`src/rtl/multicycle_control_fsm_pkg.sv`:
```
// Shared encodings for the multi-cycle MIPS-subset control unit: opcodes,
// funct codes, ALU selects, datapath mux selects and FSM state codes.
package multicycle_control_fsm_pkg;

   localparam logic [5:0] OP_RTYPE = 6'h00;
   localparam logic [5:0] OP_J     = 6'h02;
   localparam logic [5:0] OP_JAL   = 6'h03;
   localparam logic [5:0] OP_BEQ   = 6'h04;
   localparam logic [5:0] OP_BNE   = 6'h05;
   localparam logic [5:0] OP_ADDI  = 6'h08;
   localparam logic [5:0] OP_XORI  = 6'h0E;
   localparam logic [5:0] OP_LW    = 6'h23;
   localparam logic [5:0] OP_SW    = 6'h2B;

   localparam logic [5:0] FN_JR  = 6'h08;
   localparam logic [5:0] FN_ADD = 6'h20;
   localparam logic [5:0] FN_SUB = 6'h22;
   localparam logic [5:0] FN_SLT = 6'h2A;

   localparam logic [2:0] ALU_ADD = 3'd0;
   localparam logic [2:0] ALU_SUB = 3'd1;
   localparam logic [2:0] ALU_XOR = 3'd2;
   localparam logic [2:0] ALU_SLT = 3'd3;

   localparam logic [1:0] PC_SRC_ALU    = 2'd0;
   localparam logic [1:0] PC_SRC_BRANCH = 2'd1;
   localparam logic [1:0] PC_SRC_JUMP   = 2'd2;
   localparam logic [1:0] PC_SRC_RS     = 2'd3;

   localparam logic [1:0] SRC_B_RT     = 2'd0;
   localparam logic [1:0] SRC_B_FOUR   = 2'd1;
   localparam logic [1:0] SRC_B_IMM    = 2'd2;
   localparam logic [1:0] SRC_B_IMM_SH = 2'd3;

   localparam logic [1:0] REG_DST_RD  = 2'd0;
   localparam logic [1:0] REG_DST_RT  = 2'd1;
   localparam logic [1:0] REG_DST_R31 = 2'd2;

   localparam logic [1:0] WB_ALU  = 2'd0;
   localparam logic [1:0] WB_MDR  = 2'd1;
   localparam logic [1:0] WB_LINK = 2'd2;

   typedef enum logic [3:0] {
      ST_RESET,
      ST_FETCH,
      ST_DECODE,
      ST_EXEC_R,
      ST_WB_R,
      ST_EXEC_I,
      ST_WB_I,
      ST_ADDR,
      ST_MEM_RD,
      ST_MEM_WR,
      ST_WB_MEM,
      ST_BRANCH,
      ST_JUMP,
      ST_JUMP_R,
      ST_JAL_WB,
      ST_FAULT
   } state_t;

   function automatic logic is_r_alu(input logic [5:0] fn);
      return (fn == FN_ADD) || (fn == FN_SUB) || (fn == FN_SLT);
   endfunction

   function automatic logic [2:0] alu_from_funct(input logic [5:0] fn);
      case (fn)
         FN_SUB:  return ALU_SUB;
         FN_SLT:  return ALU_SLT;
         default: return ALU_ADD;
      endcase
   endfunction

endpackage

```
`src/rtl/multicycle_control_fsm_wait_timer.sv`:
```
// Memory wait timer: down-counter reloaded on clear, decremented per stalled
// cycle; expired flags the last stalled cycle still allowed.
module mem_wait_timer #(
   parameter int MEM_TIMEOUT = 16
) (
   input  logic clk,
   input  logic reset,
   input  logic clear,
   input  logic enable,
   output logic expired
);

   localparam logic [7:0] LOAD_VAL = 8'(MEM_TIMEOUT - 1);

   logic [7:0] count;

   always_ff @(posedge clk or posedge reset) begin
      if (reset) begin
         count <= LOAD_VAL;
      end else if (clear) begin
         count <= LOAD_VAL;
      end else if (enable && (count != 8'd0)) begin
         count <= count - 8'd1;
      end
   end

   // A ready on the expired cycle still completes the access.
   assign expired = (count == 8'd0);

endmodule

```
`src/rtl/multicycle_control_fsm.sv`:
```
// Multi-cycle control FSM for the MIPS-subset CPU: sequences fetch, decode,
// execute, memory and writeback, with bounded memory waits and fault capture.
//
// state     | meaning
// ----------+-----------------------------------------------------------
// RESET     | post-reset idle, all outputs 0
// FETCH     | read instruction at PC, PC <= PC+4 on ready
// DECODE    | classify opcode/funct, branch target into ALUOut
// EXEC_R    | rs op rt on the ALU
// WB_R      | write ALUOut to rd
// EXEC_I    | rs op signext(imm) on the ALU
// WB_I      | write ALUOut to rt
// ADDR      | load/store effective address
// MEM_RD    | data read, waits for ready
// MEM_WR    | data write, waits for ready
// WB_MEM    | write MDR to rt
// BRANCH    | compare rs/rt, conditional PC load from ALUOut
// JUMP      | PC <= {PC[31:28], imm26, 00}
// JUMP_R    | PC <= rs
// JAL_WB    | r31 <= PC+8 and jump
// FAULT     | illegal instruction or bus timeout, held until reset
module multicycle_control_fsm
   import multicycle_control_fsm_pkg::*;
#(
   parameter int ALU_SEL_W   = 3,
   parameter int MEM_TIMEOUT = 16
) (
   input  logic                 clk,
   input  logic                 reset,
   input  logic [5:0]           opcode,
   input  logic [5:0]           funct,
   input  logic                 alu_zero,
   input  logic                 mem_ready,
   output logic                 mem_req,
   output logic                 mem_we,
   output logic                 iord,
   output logic                 ir_wr,
   output logic                 pc_wr,
   output logic [1:0]           pc_src,
   output logic                 alu_src_a,
   output logic [1:0]           alu_src_b,
   output logic [ALU_SEL_W-1:0] alu_op,
   output logic                 reg_wr,
   output logic [1:0]           reg_dst,
   output logic [1:0]           wb_src,
   output logic                 instr_done,
   output logic                 illegal_op,
   output logic                 bus_error
);

   state_t     state, state_next;
   logic [2:0] alu_sel;
   logic       illegal_set;
   logic       bus_set;
   logic       tmr_clear;
   logic       tmr_enable;
   logic       tmr_expired;

   mem_wait_timer #(.MEM_TIMEOUT(MEM_TIMEOUT)) u_wait_timer (
      .clk     (clk),
      .reset   (reset),
      .clear   (tmr_clear),
      .enable  (tmr_enable),
      .expired (tmr_expired)
   );

   always_ff @(posedge clk or posedge reset) begin
      if (reset) begin
         state      <= ST_RESET;
         illegal_op <= 1'b0;
         bus_error  <= 1'b0;
      end else begin
         state <= state_next;
         if (illegal_set) illegal_op <= 1'b1;
         if (bus_set)     bus_error  <= 1'b1;
      end
   end

   // Restart the wait budget whenever a memory-access state is entered.
   assign tmr_clear  = (state_next != state) &&
                       ((state_next == ST_FETCH) || (state_next == ST_MEM_RD) ||
                        (state_next == ST_MEM_WR));
   assign tmr_enable = mem_req && !mem_ready;
   assign alu_op     = ALU_SEL_W'(alu_sel);

   always_comb begin
      state_next  = state;
      mem_req     = 1'b0;
      mem_we      = 1'b0;
      iord        = 1'b0;
      ir_wr       = 1'b0;
      pc_wr       = 1'b0;
      pc_src      = PC_SRC_ALU;
      alu_src_a   = 1'b0;
      alu_src_b   = SRC_B_RT;
      alu_sel     = ALU_ADD;
      reg_wr      = 1'b0;
      reg_dst     = REG_DST_RD;
      wb_src      = WB_ALU;
      instr_done  = 1'b0;
      illegal_set = 1'b0;
      bus_set     = 1'b0;

      case (state)
         ST_RESET: state_next = ST_FETCH;

         ST_FETCH: begin
            mem_req   = 1'b1;
            alu_src_b = SRC_B_FOUR;
            if (mem_ready) begin
               ir_wr      = 1'b1;
               pc_wr      = 1'b1;
               state_next = ST_DECODE;
            end else if (tmr_expired) begin
               bus_set    = 1'b1;
               state_next = ST_FAULT;
            end
         end

         ST_DECODE: begin
            alu_src_b = SRC_B_IMM_SH;
            case (opcode)
               OP_RTYPE: begin
                  if (funct == FN_JR) begin
                     state_next = ST_JUMP_R;
                  end else if (is_r_alu(funct)) begin
                     state_next = ST_EXEC_R;
                  end else begin
                     illegal_set = 1'b1;
                     state_next  = ST_FAULT;
                  end
               end
               OP_J:            state_next = ST_JUMP;
               OP_JAL:          state_next = ST_JAL_WB;
               OP_ADDI, OP_XORI: state_next = ST_EXEC_I;
               OP_LW, OP_SW:    state_next = ST_ADDR;
               OP_BEQ, OP_BNE:  state_next = ST_BRANCH;
               default: begin
                  illegal_set = 1'b1;
                  state_next  = ST_FAULT;
               end
            endcase
         end

         ST_EXEC_R: begin
            alu_src_a  = 1'b1;
            alu_sel    = alu_from_funct(funct);
            state_next = ST_WB_R;
         end

         ST_WB_R: begin
            reg_wr     = 1'b1;
            instr_done = 1'b1;
            state_next = ST_FETCH;
         end

         ST_EXEC_I: begin
            alu_src_a  = 1'b1;
            alu_src_b  = SRC_B_IMM;
            alu_sel    = (opcode == OP_XORI) ? ALU_XOR : ALU_ADD;
            state_next = ST_WB_I;
         end

         ST_WB_I: begin
            reg_wr     = 1'b1;
            reg_dst    = REG_DST_RT;
            instr_done = 1'b1;
            state_next = ST_FETCH;
         end

         ST_ADDR: begin
            alu_src_a  = 1'b1;
            alu_src_b  = SRC_B_IMM;
            state_next = (opcode == OP_SW) ? ST_MEM_WR : ST_MEM_RD;
         end

         ST_MEM_RD: begin
            mem_req = 1'b1;
            iord    = 1'b1;
            if (mem_ready) begin
               state_next = ST_WB_MEM;
            end else if (tmr_expired) begin
               bus_set    = 1'b1;
               state_next = ST_FAULT;
            end
         end

         ST_MEM_WR: begin
            mem_req = 1'b1;
            mem_we  = 1'b1;
            iord    = 1'b1;
            if (mem_ready) begin
               instr_done = 1'b1;
               state_next = ST_FETCH;
            end else if (tmr_expired) begin
               bus_set    = 1'b1;
               state_next = ST_FAULT;
            end
         end

         ST_WB_MEM: begin
            reg_wr     = 1'b1;
            reg_dst    = REG_DST_RT;
            wb_src     = WB_MDR;
            instr_done = 1'b1;
            state_next = ST_FETCH;
         end

         // pc_wr follows alu_zero combinationally within the cycle.
         ST_BRANCH: begin
            alu_src_a  = 1'b1;
            alu_sel    = ALU_SUB;
            pc_src     = PC_SRC_BRANCH;
            pc_wr      = (opcode == OP_BNE) ? !alu_zero : alu_zero;
            instr_done = 1'b1;
            state_next = ST_FETCH;
         end

         ST_JUMP: begin
            pc_src     = PC_SRC_JUMP;
            pc_wr      = 1'b1;
            instr_done = 1'b1;
            state_next = ST_FETCH;
         end

         ST_JUMP_R: begin
            pc_src     = PC_SRC_RS;
            pc_wr      = 1'b1;
            instr_done = 1'b1;
            state_next = ST_FETCH;
         end

         ST_JAL_WB: begin
            reg_wr     = 1'b1;
            reg_dst    = REG_DST_R31;
            wb_src     = WB_LINK;
            pc_src     = PC_SRC_JUMP;
            pc_wr      = 1'b1;
            instr_done = 1'b1;
            state_next = ST_FETCH;
         end

         ST_FAULT: state_next = ST_FAULT;

         default: state_next = ST_RESET;
      endcase
   end

endmodule

```
`config.mk`:
```
export PLATFORM = sky130hd
export DESIGN_NAME = multicycle_control_fsm
export DESIGN_NICKNAME = d
export VERILOG_FILES = /design/src/rtl/multicycle_control_fsm_pkg.sv /design/src/rtl/multicycle_control_fsm_wait_timer.sv /design/src/rtl/multicycle_control_fsm.sv
export SDC_FILE = /design/constraint.sdc
export NUM_CORES = 1
export LEC_CHECK = 0
export BUFFER_PORTS_ARGS = -buffer_cell sky130_fd_sc_hd__buf_2
export CAP_MARGIN = 40
export CORE_MARGIN = 3
export CORE_UTILIZATION = 50
export CTS_CLUSTER_SIZE = 16
export DETAILED_ROUTE_END_ITERATION = 8
export PLACE_DENSITY = 0.72
export SLEW_MARGIN = 10
export SYNTH_ARGS = -nofsm -noshare
export SYNTH_HDL_FRONTEND = slang
export SYNTH_SLANG_ARGS = --single-unit
```
`constraint.sdc`:
```
create_clock -name clk -period 2.58 [get_ports clk]
set_clock_uncertainty 0.05 [all_clocks]
set_input_delay 0 -clock clk [delete_from_list [all_inputs] [get_ports clk]]
set_output_delay 0 -clock clk [all_outputs]
set_load 0.02 [all_outputs]
```
* Word-level counts from Yosys, hierarchy flattened
Cells that the tools add are included.
Storage, ports and cells: flip-flop bits (word level) 14, input port bits 16, output and inout port bits 21
Operators by class: $add $sub $neg 1, equal/unequal tests 31, multiplexer cells 35, reductions and logical operators 28
Operators by type and width (count):
- $eq A4 B4 Y1 const B | 10
- $pmux W4 S9 | 1
- $eq A6 B6 Y1 const B | 5
- $mux W4 | 6
- $pmux W4 S6 | 1
- $eq A6 B4 Y1 const B | 3
- $pmux W2 S3 | 3
- $eq A4 B3 Y1 const B | 4
- $mux W8 | 2
- $reduce_or A8 Y1 | 2
- $mux W1 | 15
- $reduce_or A2 Y1 | 7
- $eq A6 B2 Y1 const B | 2
- $eq A6 B3 Y1 const B | 2
- $pmux W2 S2 | 3
- $eq A4 B1 Y1 const B | 2
- $eq A4 B2 Y1 const B | 2
- $logic_not A8 Y1 | 1
- $reduce_bool A8 Y1 | 1
- $reduce_or A4 Y1 | 2
- $sub A8 B1 Y8 const B | 1
- $reduce_or A7 Y1 | 1
- $logic_not A6 Y1 | 1
- $reduce_or A3 Y1 | 2
- other kinds (9) | 16

* Depth between registers and ports, before layout
word-level depth 12, mapped depth 8, depth with buffers taken out 8

* By module
Synthesis repeated with hierarchy kept, for this count alone.
Second synthesis, totals: cell total of the unflattened synthesis 194, area, all modules 1511.4 µm²
Modules (own cells, without submodules):
- multicycle_control_fsm | instances 1, cells each 144, area each 1033.5 µm², sequential area each 150.1 µm²
- mem_wait_timer | instances 1, cells each 50, area each 478.0 µm², sequential area each 205.2 µm²

* Worst setup path after synthesis
OpenSTA, ideal clock, no wires.
path type register -> register, start register u_wait_timer.count[0], end register u_wait_timer.count[1], library setup time 90 ps, data arrival time 1876 ps, required time 2440 ps, slack 563 ps, cell stages (with the launch flop) 9, path buffers 0, path through dfstp_2 -> inv_1 -> ha_1 -> nor3b_2 -> nand2_2 -> a21boi_1 -> a311o_1 -> a211oi_2 -> o221ai_2
On the way: word-level cells in the longest chain between the ends 9
RTL lines:
- start: declaration | RTL line multicycle_control_fsm_wait_timer.sv:15 | logic [7:0] count;
- start signal: assignment | RTL line multicycle_control_fsm_wait_timer.sv:23 | count <= count - 8'd1;
- $logic_not A8 Y1 | RTL line multicycle_control_fsm_wait_timer.sv:28 | assign expired = (count == 8'd0);
- $mux W4 | RTL line multicycle_control_fsm.sv:114, multicycle_control_fsm.sv:182, multicycle_control_fsm.sv:195
- $mux W4, on equally long branches | RTL line multicycle_control_fsm.sv:192, multicycle_control_fsm.sv:110, multicycle_control_fsm.sv:180
- $pmux W4 S9 | RTL line multicycle_control_fsm.sv:104 | case (state)
- $eq A4 B1 Y1 / $eq A4 B4 Y1 (equally long branches) | RTL line multicycle_control_fsm.sv:81 | ((state_next == ST_FETCH) || (state_next == ST_MEM_RD) ||
- $logic_or A1 B1 Y1 (2 in series) | RTL line multicycle_control_fsm.sv:81
- $logic_and A1 B1 Y1 | RTL line multicycle_control_fsm.sv:80 | assign tmr_clear = (state_next != state) &&
- $mux W8 / $reduce_bool A2 Y1 (equally long branches)
Parallel ways exist; a longest one is shown, timed or not. The select of a mux whose other input is x is not followed. A chain may end at the register's enable or synchronous reset.

* Worst setup path in the final report
Same ends and word-level chain as after synthesis.

==> flow_summary.json <==
{
  "post_route_cells_drive_above_1_share": 0.3333,
  "synth-edff-count": 0,
  "fillers": 235,
  "setup.worst_path.start_class": "register",
  "firstDrtPassIters": 4,
  "worst_slew_margin_rel": 0.5552,
  "place_congestion": 0.8892,
  "timing.final.crit_period_ns": 2.191,
  "worstHoldPathType": "in -> reg",
  "finalCritPeriodShare": 0.8494,
  "netlist_top_cells_area": "sky130_fd_sc_hd__dfrtp_1 (17%), sky130_fd_sc_hd__dfstp_2 (7.2%), sky130_fd_sc_hd__a21oi_1 (5.9%)",
  "synth-seq-cells": 14,
  "viasPerCell": 6.017,
  "synth.lib_cells_used.distinct": 59,
  "cts_htree_levels": 1,
  "hold_path_depth": 3,
  "num_ports": 37,
  "die-height_um": 59.86,
  "clock_buffers_created_by_tritoncts": 3,
  "cts.clk_slew.worst_paths_ns": 0.08,
  "power.static_leakage_nw": 0.6808,
  "fin_nets": 222,
  "cts_tree": "done",
  "timing.reg2reg.worst_path_depth": 8,
  "max_clock_freq_mhz": 456.3,
  "synth-async-reset-ratio": 1.000,
  "hp-start": "opcode[4]",
  "yosysWarnings": 0,
  "worstPathMaxFanout": 9,
  "synth_top_area_share": 0.1726,
  "antenna_left": 0,
  "final_util": 0.6274,
  "hpwlAfterDp_um": 2650,
  "netlist_area_mm2": 0.001450,
  "placement_rows": 18,
  "initial_utilization": 0.5551,
  "cellPowerDensity_mw_per_mm2": 1012,
  "hold_violations": 0,
  "slack_of_the_worst_reg_to_reg_path_ns": 0.39,
  "clkLatencyLatePin_ns": 0.29,
  "vias": 1408,
  "area.growth.synth_to_final_pct": 13.03,
  "first_global_vias": 1349,
  "max_cap_viol_count": 0,
  "yosys_most_used_dff": "sky130_fd_sc_hd__dfrtp_1",
  "syn_area_per_cell_um2": 8.239,
  "route.final.wire_length_um": 3359,
  "initial_antenna_violation_count": 0,
  "number_of_setup_violations_in_the_final_report": 0,
  "grt_remaining_overflow": 0,
  "cts.sink_count": 14,
  "worstSetupEndpointType": "register",
  "floorplan.die.width_um": 59.86,
  "timing_max_transition_violations_final": 0,
  "cts_setup_buffers": 0,
  "design.core.area_mm2": 0.002613,
  "status": "complete, no violations",
  "ctsRootBufferMaster": "sky130_fd_sc_hd__clkbuf_4",
  "timing.final.ws_setup_ns": 0.3886,
  "worst-endpoint-arrival_ns": 2.36,
  "cts_buffer_depth": 2,
  "irDropWorstVdd_mv": 0.8234,
  "postCtsResizedCells": 0,
  "syn-num-nets": 193,
  "die-area_mm2": 0.003583,
  "grt_start_max_net_pins": 21,
  "yosysSeqAreaShare": 0.2450,
  "grt_util_all_layers": 0.2082,
  "dp_slack_ns": 0.4037,
  "port-buffer-count": 35,
  "worst_path_required_ns": 2.75,
  "min_delay_worst_endpoint": "illegal_op",
  "antenna-diode-count": 0,
  "crit-reg2reg-capture": "u_wait_timer.count[1]",
  "1st_iter_drt_viols": 114,
  "timing_worst_setup_path_type": "reg -> reg",
  "critical_path.reg2reg.startpoint": "u_wait_timer.count[0]",
  "rsz0062_at_grt": "false",
  "drcViolationCount": 0,
  "grt_first_pass_wirelength_um": 5775,
  "finalSetupTns_ns": 0,
  "synth_cells": 176,
  "route.detailed.wl_per_inst_um": 14.35,
  "biggest_area_consumer_among_synthesized_cells": "sky130_fd_sc_hd__dfrtp_1",
  "worstMarginPinSlew_ns": 0.6672
}
worst max-delay path by stage:
stage                            end  cells after the start             startpoint
3_5_place_dp   u_wait_timer.count[1]                      8  u_wait_timer.count[0]
4_1_cts        u_wait_timer.count[1]                      8  u_wait_timer.count[0]
3_3_place_gp   u_wait_timer.count[1]                      8  u_wait_timer.count[0]
5_1_grt        u_wait_timer.count[1]                      6               state[3]
6_report       u_wait_timer.count[1]                      8  u_wait_timer.count[0]
2_1_floorplan  u_wait_timer.count[1]                      8  u_wait_timer.count[0]
cell type report:
type | instances | area [um^2] | area share
repair buffers | 38 | 200.2 | 0.1221
well taps | 30 | 37.54 | 0.02290
flip-flops and latches | 14 | 355.3 | 0.2168
multi-input cells | 139 | 975.9 | 0.5954
inverters | 9 | 33.78 | 0.02061
clock buffers | 4 | 36.28 | 0.02214
state kept, by name, summed over array words and instances, names as in the netlist:
name,count
bus_error,1
illegal_op,1
u_wait_timer.count,8
state,4
routing by layer:
layer / global-route usage / wire (um) / vias up
met3: 0.04752 / 146 / 3
met4: 0.04114 / 25 / 0
li1: - / - / 694
met5: 0 / 0 / -
met2: 0.3657 / 1691 / 33
met1: 0.2594 / 1495 / 678
synthesized netlist by cell type (5+ instances only):
library cell	number
sky130_fd_sc_hd__a21oi_1	17
sky130_fd_sc_hd__nand2_1	13
sky130_fd_sc_hd__nor2_1	13
sky130_fd_sc_hd__dfrtp_1	10
sky130_fd_sc_hd__nand2b_1	8
sky130_fd_sc_hd__inv_1	7
sky130_fd_sc_hd__nor3_1	7
sky130_fd_sc_hd__xor2_1	6
sky130_fd_sc_hd__a211oi_1	5
sky130_fd_sc_hd__buf_2	5
sky130_fd_sc_hd__nand3_1	5
sky130_fd_sc_hd__xnor2_1	5
critical path, cell delays in order (launching register included):
cell,delay [ns]
sky130_fd_sc_hd__dfstp_2,0.53
sky130_fd_sc_hd__inv_1,0.06
sky130_fd_sc_hd__ha_1,0.22
sky130_fd_sc_hd__nor3b_2,0.18
sky130_fd_sc_hd__nand2_2,0.15
sky130_fd_sc_hd__a21boi_1,0.14
sky130_fd_sc_hd__nor4b_2,0.37
sky130_fd_sc_hd__nand3_1,0.21
sky130_fd_sc_hd__o221ai_2,0.21
power breakdown:
part	internal [mW]	switching, mW	total (mW)
logic	0.441	0.627	1.07
registers	0.294	0.140	0.434
clock network	0.0861	0.0704	0.157
total	0.821	0.838	1.66
logic make-up after synthesis:
| group | after synthesis | synth area share |
|---|---|---|
| AOI/OAI and AO/OA | 51 | 0.2493 |
| DFF | 14 | 0.2450 |
| and+or+nand+nor | 73 | 0.3313 |
| xor gates and xnor gates | 11 | 0.06643 |
| muxes | 2 | 0.01467 |
| other | 1 | 0.002586 |
| adders and majority gates | 1 | 0.008627 |
| buffers and inverters | 23 | 0.08196 |
layout by cell type, fill, tap and decap left out, types with 2 or more instances in the layout:
cell type / count
sky130_fd_sc_hd__buf_2: 35
sky130_fd_sc_hd__a21oi_1: 17
sky130_fd_sc_hd__nand2_1: 13
sky130_fd_sc_hd__nor2_1: 13
sky130_fd_sc_hd__dfrtp_1: 10
sky130_fd_sc_hd__nand2b_1: 8
sky130_fd_sc_hd__inv_1: 7
sky130_fd_sc_hd__nor3_1: 7
sky130_fd_sc_hd__xor2_1: 6
sky130_fd_sc_hd__nand3_1: 5
sky130_fd_sc_hd__xnor2_1: 5
sky130_fd_sc_hd__a211oi_1: 5
sky130_fd_sc_hd__o21ai_1: 4
sky130_fd_sc_hd__dfstp_2: 4
sky130_fd_sc_hd__nor4b_1: 3
sky130_fd_sc_hd__o21bai_1: 3
sky130_fd_sc_hd__o21ai_0: 3
sky130_fd_sc_hd__clkbuf_4: 3
sky130_fd_sc_hd__nor4_2: 2
sky130_fd_sc_hd__o31ai_1: 2
sky130_fd_sc_hd__inv_2: 2
sky130_fd_sc_hd__nor3_4: 2
sky130_fd_sc_hd__a21boi_1: 2
sky130_fd_sc_hd__o22ai_1: 2
sky130_fd_sc_hd__a211o_1: 2
sky130_fd_sc_hd__nor4b_2: 2
sky130_fd_sc_hd__or2_2: 2
sky130_fd_sc_hd__a31oi_1: 2
sky130_fd_sc_hd__buf_4: 2
stage by stage:
step,area (um^2),cells,power [mW],hold WS [ns]
final,1639,234,1.659,0.06488
after global routing,1639,234,1.803,0.07924
after CTS,1639,234,1.670,0.05892
after detailed placement,1593,229,1.503,0.007890
after global placement,1593,229,1.482,-0.005823
after floorplan,1450,176,1.279,-0.1636
what timing repair did:
| item | in CTS | in global routing |
|---|---|---|
| hold buffers | 1 | 0 |
| endpoints found under the setup margin | 0 | 0 |
| endpoints found under the hold margin | 10 | 0 |
No activity file was read; power rests on OpenSTA's default activity.
